<file path="src/rtl/capdelta_pkg.sv">
// Shared definitions for capdelta: the two-state priming FSM encoding.
package capdelta_pkg;

  typedef enum logic {
    PRIME = 1'b0,
    RUN   = 1'b1
  } state_t;

endpackage

</file>
<file path="src/rtl/capdelta_fifo.sv">
// Synchronous first-word-fall-through FIFO; rd_data is a registered copy of the
// head entry and keeps its last value once the FIFO runs empty.
module capdelta_fifo #(
  parameter int W          = 16,
  parameter int DEPTH_LOG2 = 2
) (
  input  logic         clk,
  input  logic         rst,
  input  logic [W-1:0] wr_data,
  input  logic         wr_ena,
  output logic         full,
  output logic [W-1:0] rd_data,
  input  logic         rd_ena,
  output logic         empty
);

  localparam int DEPTH = 1 << DEPTH_LOG2;
  localparam int CW    = DEPTH_LOG2 + 1;

  logic [W-1:0]            mem [DEPTH];
  logic [CW-1:0]           wr_ptr_reg, rd_ptr_reg, count_reg;
  logic [CW-1:0]           rd_ptr_next, count_next;
  logic [W-1:0]            head_reg;
  logic                    do_wr, do_rd, head_is_new;

  assign empty = (count_reg == '0);
  assign full  = (count_reg == CW'(DEPTH));

  // A write into a full FIFO is only legal when the head leaves in the same cycle.
  assign do_rd = rd_ena && !empty;
  assign do_wr = wr_ena && (!full || do_rd);

  assign rd_ptr_next = rd_ptr_reg + CW'(do_rd);
  assign count_next  = count_reg + CW'(do_wr) - CW'(do_rd);

  // The written word becomes the head when nothing older survives this cycle.
  assign head_is_new = (count_reg == '0) || (count_reg == CW'(1) && do_rd);

  genvar gi;
  generate
    for (gi = 0; gi < DEPTH; gi++) begin : g_mem
      always_ff @(posedge clk) begin
        if (do_wr && wr_ptr_reg[DEPTH_LOG2-1:0] == DEPTH_LOG2'(gi)) begin
          mem[gi] <= wr_data;
        end
      end
    end
  endgenerate

  always_ff @(posedge clk) begin
    if (rst) begin
      wr_ptr_reg <= '0;
      rd_ptr_reg <= '0;
      count_reg  <= '0;
      head_reg   <= '0;
    end else begin
      if (do_wr) begin
        wr_ptr_reg <= wr_ptr_reg + CW'(1);
      end
      rd_ptr_reg <= rd_ptr_next;
      count_reg  <= count_next;
      if (count_next != '0) begin
        if (do_wr && head_is_new) begin
          head_reg <= wr_data;
        end else begin
          head_reg <= mem[rd_ptr_next[DEPTH_LOG2-1:0]];
        end
      end
    end
  end

  assign rd_data = head_reg;

endmodule

</file>
<file path="src/rtl/capdelta.sv">
// Capture-snapshot delta engine: samples cap_val one cycle after cap_stb and
// queues modular differences. Optional min/max stats with CAPDELTA_STATS_EN.
module capdelta
  import capdelta_pkg::*;
#(
  parameter int W          = 16,
  parameter int DEPTH_LOG2 = 2
) (
  input  logic         clk,
  input  logic         rst,
  input  logic [W-1:0] cap_val,
  input  logic         cap_stb,
  output logic [W-1:0] out_data,
  output logic         out_valid,
  input  logic         out_ready,
  output logic         primed,
  output logic         ovf,
  input  logic         ovf_clr
`ifdef CAPDELTA_STATS_EN
  ,
  output logic [W-1:0] dmin,
  output logic [W-1:0] dmax,
  input  logic         stats_clr
`endif
);

  state_t        state_reg, state_next;
  logic          smp_stb_reg;
  logic [W-1:0]  prev_reg;
  logic          ovf_reg;
  logic          load_prev, delta_vld;
  logic [W-1:0]  delta;
  logic          fifo_full, fifo_empty, pop, drop;

  // The counter latches cnt_cap on the strobe edge, so the value is valid a cycle later.
  always_ff @(posedge clk) begin
    if (rst) begin
      smp_stb_reg <= 1'b0;
    end else begin
      smp_stb_reg <= cap_stb;
    end
  end

  always_ff @(posedge clk) begin
    if (rst) begin
      state_reg <= PRIME;
    end else begin
      state_reg <= state_next;
    end
  end

  always_comb begin
    state_next = state_reg;
    load_prev  = 1'b0;
    delta_vld  = 1'b0;
    case (state_reg)
      PRIME: begin
        if (smp_stb_reg) begin
          load_prev  = 1'b1;
          state_next = RUN;
        end
      end
      RUN: begin
        if (smp_stb_reg) begin
          load_prev = 1'b1;
          delta_vld = 1'b1;
        end
      end
      default: state_next = PRIME;
    endcase
  end

  assign delta = cap_val - prev_reg;

  always_ff @(posedge clk) begin
    if (rst) begin
      prev_reg <= '0;
    end else if (load_prev) begin
      prev_reg <= cap_val;
    end
  end

  assign pop  = out_valid && out_ready;
  assign drop = delta_vld && fifo_full && !pop;

  // Setting wins over clearing so a coincident drop is never lost.
  always_ff @(posedge clk) begin
    if (rst) begin
      ovf_reg <= 1'b0;
    end else if (drop) begin
      ovf_reg <= 1'b1;
    end else if (ovf_clr) begin
      ovf_reg <= 1'b0;
    end
  end

  capdelta_fifo #(
    .W          (W),
    .DEPTH_LOG2 (DEPTH_LOG2)
  ) u_fifo (
    .clk     (clk),
    .rst     (rst),
    .wr_data (delta),
    .wr_ena  (delta_vld),
    .full    (fifo_full),
    .rd_data (out_data),
    .rd_ena  (out_ready),
    .empty   (fifo_empty)
  );

  assign out_valid = !fifo_empty;
  assign primed    = (state_reg == RUN);
  assign ovf       = ovf_reg;

`ifdef CAPDELTA_STATS_EN
  logic [W-1:0] dmin_reg, dmax_reg;

  always_ff @(posedge clk) begin
    if (rst) begin
      dmin_reg <= '1;
      dmax_reg <= '0;
    end else if (stats_clr) begin
      dmin_reg <= delta_vld ? delta : '1;
      dmax_reg <= delta_vld ? delta : '0;
    end else if (delta_vld) begin
      if (delta < dmin_reg) dmin_reg <= delta;
      if (delta > dmax_reg) dmax_reg <= delta;
    end
  end

  assign dmin = dmin_reg;
  assign dmax = dmax_reg;
`endif

endmodule

</file>
<file path="config.mk">
export PLATFORM = sky130hd
export DESIGN_NAME = capdelta
export DESIGN_NICKNAME = d
export VERILOG_FILES = /design/src/rtl/capdelta_pkg.sv /design/src/rtl/capdelta_fifo.sv /design/src/rtl/capdelta.sv
export SDC_FILE = /design/constraint.sdc
export NUM_CORES = 1
export LEC_CHECK = 0
export BUFFER_PORTS_ARGS = -buffer_cell sky130_fd_sc_hd__clkbuf_2
export CAP_MARGIN = 40
export CORE_UTILIZATION = 60
export DETAILED_ROUTE_END_ITERATION = 10
export HOLD_SLACK_MARGIN = 0.05
export PLACE_DENSITY = 0.92
export SYNTH_ARGS = -nofsm -noshare
export SYNTH_HDL_FRONTEND = slang
export SYNTH_SLANG_ARGS = --single-unit
export TNS_END_PERCENT = 50
</file>
<file path="constraint.sdc">
create_clock -name clk -period 3.4 [get_ports clk]
set_input_delay 0.51 -clock clk [delete_from_list [all_inputs] [get_ports clk]]
set_output_delay 0.51 -clock clk [all_outputs]
set_load 0.005 [all_outputs]
</file>
* Word-level counts from Yosys, hierarchy flattened
Memory sizes are Yosys's and may differ from the RTL's. Index checks and enable logic that the tools add are counted.
Storage, ports and cells: bits of input ports 21, output and inout bits 19, register bits after elaboration 44, memories 1, RAM bits 64
Memory list:
- u_fifo.mem | depth 4, width 16, rd ports 1, clocked after Yosys merged registers in 0, write ports 1, line capdelta_fifo.sv:20 | logic [W-1:0] mem [DEPTH];
Operators by class: $add $sub $neg 5, reduce and logical (&&, ||, !) cells 22, equal/unequal tests 5, multiplexer cells 23
Operator list (count):
- 16-bit 2-to-1 mux | 4
- 16-bit OR reduction | 3
- 1-bit 2-to-1 mux | 16
- 16-bit subtractor | 1
- 1-bit logical AND | 10
- 3-bit by 1-bit adder with 3-bit output | 2
- 2-bit 2-to-1 mux | 3
- 2-bit == test, second input constant | 2
- 3-bit by 1-bit adder with 3-bit output, second input constant | 1
- 3-bit by 1-bit == test with 1-bit output, second input constant | 1
- 3-bit == test, second input constant | 1
- 1-bit logical NOT | 3
- 3-bit logical NOT | 1
- 3-bit nonzero test | 1
- 3-bit by 1-bit subtractor with 3-bit output | 1
- 2-bit by 1-bit == test with 1-bit output, second input constant | 1
- 2-bit logical NOT | 1
- 1-bit logical OR | 2
- 2-bit nonzero test | 1

* Logic depth before layout (Yosys ltp)
depth in word-level cells 12, gate-level depth with buffers 14, depth with buffers taken out 13

* Cells and area by module
From an unflattened synthesis, not the netlist that was laid out.
Unflattened totals: cells, all modules 386, area total of the unflattened synthesis 4982.3 um^2
Modules (own cells, without submodules):
- capdelta_fifo | area an instance 3572.2 um^2, instances 1, cells an instance 217
- capdelta | area an instance 1410.1 um^2, instances 1, cells an instance 169

* Worst setup path before layout
OpenSTA, ideal clock, no wires.
path kind register to register, start reg u_fifo.count_reg[1], end reg u_fifo.head_reg[15], in the netlist u_fifo.rd_data[15], arrival time 3000 ps, required time 3282 ps, cell stages (with the launch flop) 14, path buffers 1, setup slack 282 ps, path through dfxtp_1 > or3_1 > and2_1 > ha_1 > inv_1 > ha_1 > inv_1 > fa_1 > xnor3_1 > and3b_1 > clkbuf_1 > or4_1 > o211ai_1 > nor2_1
On the way: cells in the longest elaborated chain, start to end 8, elaborated cells on any way between the ends 17, those cells by class 3 x add/sub; 2 x eq/ne; 1 x mux; 10 x reduce/logical; 1 x memory
RTL lines:
- from (decl) | line capdelta_fifo.sv:21 | logic [CW-1:0] wr_ptr_reg, rd_ptr_reg, count_reg;
- from (signal assigned) | line capdelta_fifo.sv:61 | count_reg <= count_next;
- 3-bit logical NOT * | line capdelta_fifo.sv:26 | assign empty = (count_reg == '0);
- 1-bit logical NOT *
- via out_valid | line capdelta.sv:14 | output logic out_valid,
- 1-bit logical AND * | line capdelta_fifo.sv:30 | assign do_rd = rd_ena && !empty;
- 1-bit logical OR | line capdelta_fifo.sv:31 | assign do_wr = wr_ena && (!full || do_rd);
- 1-bit logical AND | line capdelta_fifo.sv:31
- 3-bit by 1-bit adder with 3-bit output | line capdelta_fifo.sv:34 | assign count_next = count_reg + CW'(do_wr) - CW'(do_rd);
- 3-bit by 1-bit subtractor with 3-bit output | line capdelta_fifo.sv:34
- 3-bit nonzero test | line capdelta_fifo.sv:62 | if (count_next != '0) begin
- to (signal assigned) | line capdelta_fifo.sv:64 | head_reg <= wr_data;
- to (signal assigned) | line capdelta_fifo.sv:66 | head_reg <= mem[rd_ptr_next[DEPTH_LOG2-1:0]];
- to (decl) | line capdelta_fifo.sv:23 | logic [W-1:0] head_reg;
Mark *: on every way through the listed nets, which the timed path passes. The rest lies on a longest branch. A chain may end at the register's enable or synchronous reset.

* Worst setup path in the final report
start reg u_fifo.count_reg[1], end reg u_fifo.head_reg[15], in the netlist u_fifo.rd_data[15]
On the way: cells in the longest elaborated chain, start to end 8, elaborated cells on any way between the ends 17, those cells by class 3 x add/sub; 2 x eq/ne; 1 x mux; 10 x reduce/logical; 1 x memory
RTL lines (line):
- 3-bit logical NOT | capdelta_fifo.sv:26, capdelta_fifo.sv:37
- 1-bit logical NOT | capdelta_fifo.sv:30
- 1-bit logical AND | capdelta_fifo.sv:30
- 1-bit logical OR | capdelta_fifo.sv:31
- 1-bit logical AND | capdelta_fifo.sv:31
- 3-bit by 1-bit adder with 3-bit output | capdelta_fifo.sv:34
- 3-bit by 1-bit subtractor with 3-bit output | capdelta_fifo.sv:34
- 3-bit nonzero test | capdelta_fifo.sv:62
Parallel ways exist; a longest one is shown, timed or not.

==> key figures <==
Status
  – Status: completed

Timing
  – Worst Skew: 0.00767 ns
  – Setup_tns: 0 ns
  – Worst-Margin Slew: 0.898 ns
  – Min cycle time layout: 3.21 ns
  – Endpoints failing hold: 0
  – # setup viols final: 0
  – Fin crit share: 94.3%
  – Max Freq: 312 MHz
  – Fin. max-slew vios: 0
  – RSZ-0062 raised after global routing: no
  – Slew HR: 40.2%

Cells and area
  – Nets: 489
  – Number of diodes: 0
  – Area growth, synth to finish: 10.7%
  – Fill count: 542
  – Layout cell share with drive strength beyond 1: 19.2%
  – Max reg flops: 64

Setup path
  – Crit start category: flop
  – Critical path data arrival time: 3.48 ns
  – Slowest stage delay, CP: 0.44 ns
  – Worst-path cell chain: or3_1 -> and2_1 -> ha_1 -> inv_1 -> ha_1 -> inv_1 -> fa_1 -> xnor3_1 -> and3b_2 -> or4_1 -> o211ai_1 -> nor2_1
  – Worst Path Buf+Inv: 2
  – Crit end category: flop
  – Critical path fanouts, max: 6
  – Critical Path RT: 3.67 ns
  – CP top delay family: simple AND/OR/NAND/NOR gates
  – Setup CP Type: flop to flop
  – CP max-delay cell: or4_1

Clocking
  – Clock root buffer: clkbuf_8
  – Clock Pin Slew Worst Setup and Hold Paths: 0.10 ns
  – Clock Latency Late Sink: 0.37 ns
  – Total clock buffers created by CTS: 9
  – CTS Sinks: 106
  – Max clock buf depth: 2
  – CTS tree: yes
  – CTS H-tree depth: 3

Synthesis
  – Syn. warnings: 0
  – Post-synth ARST share: 0%
  – Post-synth EDFFs: 64
  – Synth unique cells: 46
  – Cell taking the most area after synthesis: edfxtp_1
  – Yosys top cell area share: 38.8%
  – Cell count after synthesis: 403
  – Synth Register Bits: 106
  – Most area-consuming cells after synthesis: edfxtp_1 39%, dfxtp_1 17%, mux4_2 7.3%
  – Register area share after synthesis: 55.8%
  – Cell area after synthesis: 0.00495 sq mm
  – Ys flop type: edfxtp_1
  – Syn avg cell area: 12.3 sq um
  – Syn_nets: 448

Detailed routing
  – Antenna Nets Post-Route: 0
  – Drt wl/cell: 17.9 um
  – Vias: 3340
  – DRT iter0 DRCs: 387
  – Via density: 6.06
  – Routed WL: 9.84 mm
  – Drc violations: 0
  – Drt first pass iters: 5

Die
  – Area of the die: 0.00862 sq mm
  – Die Span Y: 92.8 um
  – Top-Level Pins: 40
  – Core Rows: 32
  – Starting Density: 63.1%
  – Placeable Area: 0.00785 sq mm
  – Die Span X: 92.8 um

Power
  – Power consumption: 3.90 mW
  – PD cells: 711 mW/mm^2
  – Leak: 2.08 nW
  – Worst ir drop on vdd: 0.000358 V

Global route
  – Largest net degree at the start of global routing: 22
  – Gr ovfl total: 0
  – Vias in the first global route: 3263
  – Antenna violations before repair: 0
  – First-pass GRT wire length: 15.6 mm
  – Tot GR Track Use: 24.3%

Place
  – HPWL after DPL: 6.89 mm
  – Placer Congestion: 0.868
  – PortBufs: 39

Worst hold path
  – Hold/Removal Path Class: input port to flop

Flow run
  – Max-cap violations: 0
repair_timing:
| item | in CTS | in global routing |
|---|---|---|
| buffers inserted | 0 | 0 |
| setup endpoints to repair | 0 | 6 |
| hold buffers | 0 | 0 |
| resized for setup | 0 | 2 |
per-stage QoR:
stage	area (sq um)	setup WS [ns]	utilization [%]	std cells	hold slack, ns
after floorplan	4950	0.282	-	403	0.460
after global placement	5270	0.290	67.1	535	0.474
after detailed placement	5270	0.0407	67.1	535	0.483
after CTS	5480	0.0181	69.8	551	0.353
after global routing	5480	0.119	69.8	551	0.356
final	5480	0.192	69.8	551	0.353
cell usage in the layout (no fill, tap or decap), types with 2 or more instances in the layout:
cell type,synthesis,layout
inv_1,27,27
xor2_1,5,5
clkbuf_2,0,39
nor3_1,6,6
and2_1,9,9
inv_8,0,2
o21ai_0,15,15
fa_1,2,2
nor2_1,33,33
or3_1,4,4
xnor2_1,11,11
clkbuf_8,0,10
mux2i_1,18,18
o211ai_1,3,3
clkinv_4,0,2
dfxtp_1,42,41
a31oi_1,9,9
a21o_1,10,10
nor2b_1,7,7
edfxtp_1,64,64
a21oi_1,21,21
mux4_2,16,16
nand2_1,22,22
ha_1,22,22
or4_1,2,2
nand4_1,2,2
nand3_1,7,7
nand2b_1,5,5
buf_4,0,10
a32o_1,5,5
worst register-to-register path, stage by stage (launching register included):
cell and delay (ns):
dfxtp_2 0.37, or3_1 0.38, and2_1 0.18, ha_1 0.28, inv_1 0.06, ha_1 0.13, inv_1 0.05, fa_1 0.37
xnor3_1 0.24, and3b_2 0.28, or4_1 0.44, o211ai_1 0.23, nor2_1 0.08
cell usage after synthesis, types with 9 or more instances:
cell type and number:
inv_1 27, o21ai_0 15, and2_1 9, xnor2_1 11, ha_1 22, nand2_1 22, mux2i_1 18, edfxtp_1 64
nor2_1 33, dfxtp_1 42, clkbuf_1 12, mux4_2 16, a31oi_1 9, a21oi_1 21, a21o_1 10
path summary, 6_finish.rpt:
path,slack (ns),to,startpoint,depth (start not counted)
max,0.19,u_fifo.rd_data[15]$_SDFFE_PP0P_,u_fifo.count_reg[1]$_SDFF_PP0_,12
min,0.35,smp_stb_reg$_SDFF_PP0_,cap_stb,2
max reg2reg,0.19,u_fifo.rd_data[15]$_SDFFE_PP0P_,u_fifo.count_reg[1]$_SDFF_PP0_,12
min reg2reg,0.50,prev_reg[6]$_SDFFE_PP0P_,prev_reg[6]$_SDFFE_PP0P_,2
final cells by class:
type	instances	area [sq um]	area share (%)
clock buffers	11	141	2.58
well taps	102	128	2.33
clock inverters	5	70.1	1.28
inverters	27	101	1.85
repair buffers	49	270	4.93
flip-flops and latches	106	2760	50.4
multi-input cells	251	2000	36.6
cells by family after synthesis:
| group | after synthesis | share of synthesized area (%) |
|---|---|---|
| AND/OR/NAND/NOR | 102 | 10.1 |
| adder cells (fa/ha/maj) | 24 | 6.37 |
| buffers and inverters | 46 | 3.72 |
| AO/OA/AOI/OAI | 74 | 9.81 |
| flip-flops | 106 | 55.8 |
| XOR/XNOR | 17 | 3.29 |
| multiplexers | 34 | 10.9 |
power by group:
group | internal [mW] | leakage [nW] | switching, mW
Clock | 0.374 | 0.108 | 0.443
Combinational | 0.697 | 1.05 | 0.785
Sequential | 1.52 | 0.923 | 0.0764
routing by layer:
| layer | vias to the layer above | GRT usage, % | wire length (um) |
|---|---|---|---|
| li1 | 1556 | - | - |
| met1 | 1606 | 29.1 | 3970 |
| met2 | 153 | 42.2 | 4920 |
| met3 | 25 | 5.50 | 703 |
| met4 | 0 | 10.3 | 244 |
| met5 | - | 0 | 0 |
Note: power is estimated with default switching activity, not from simulation.
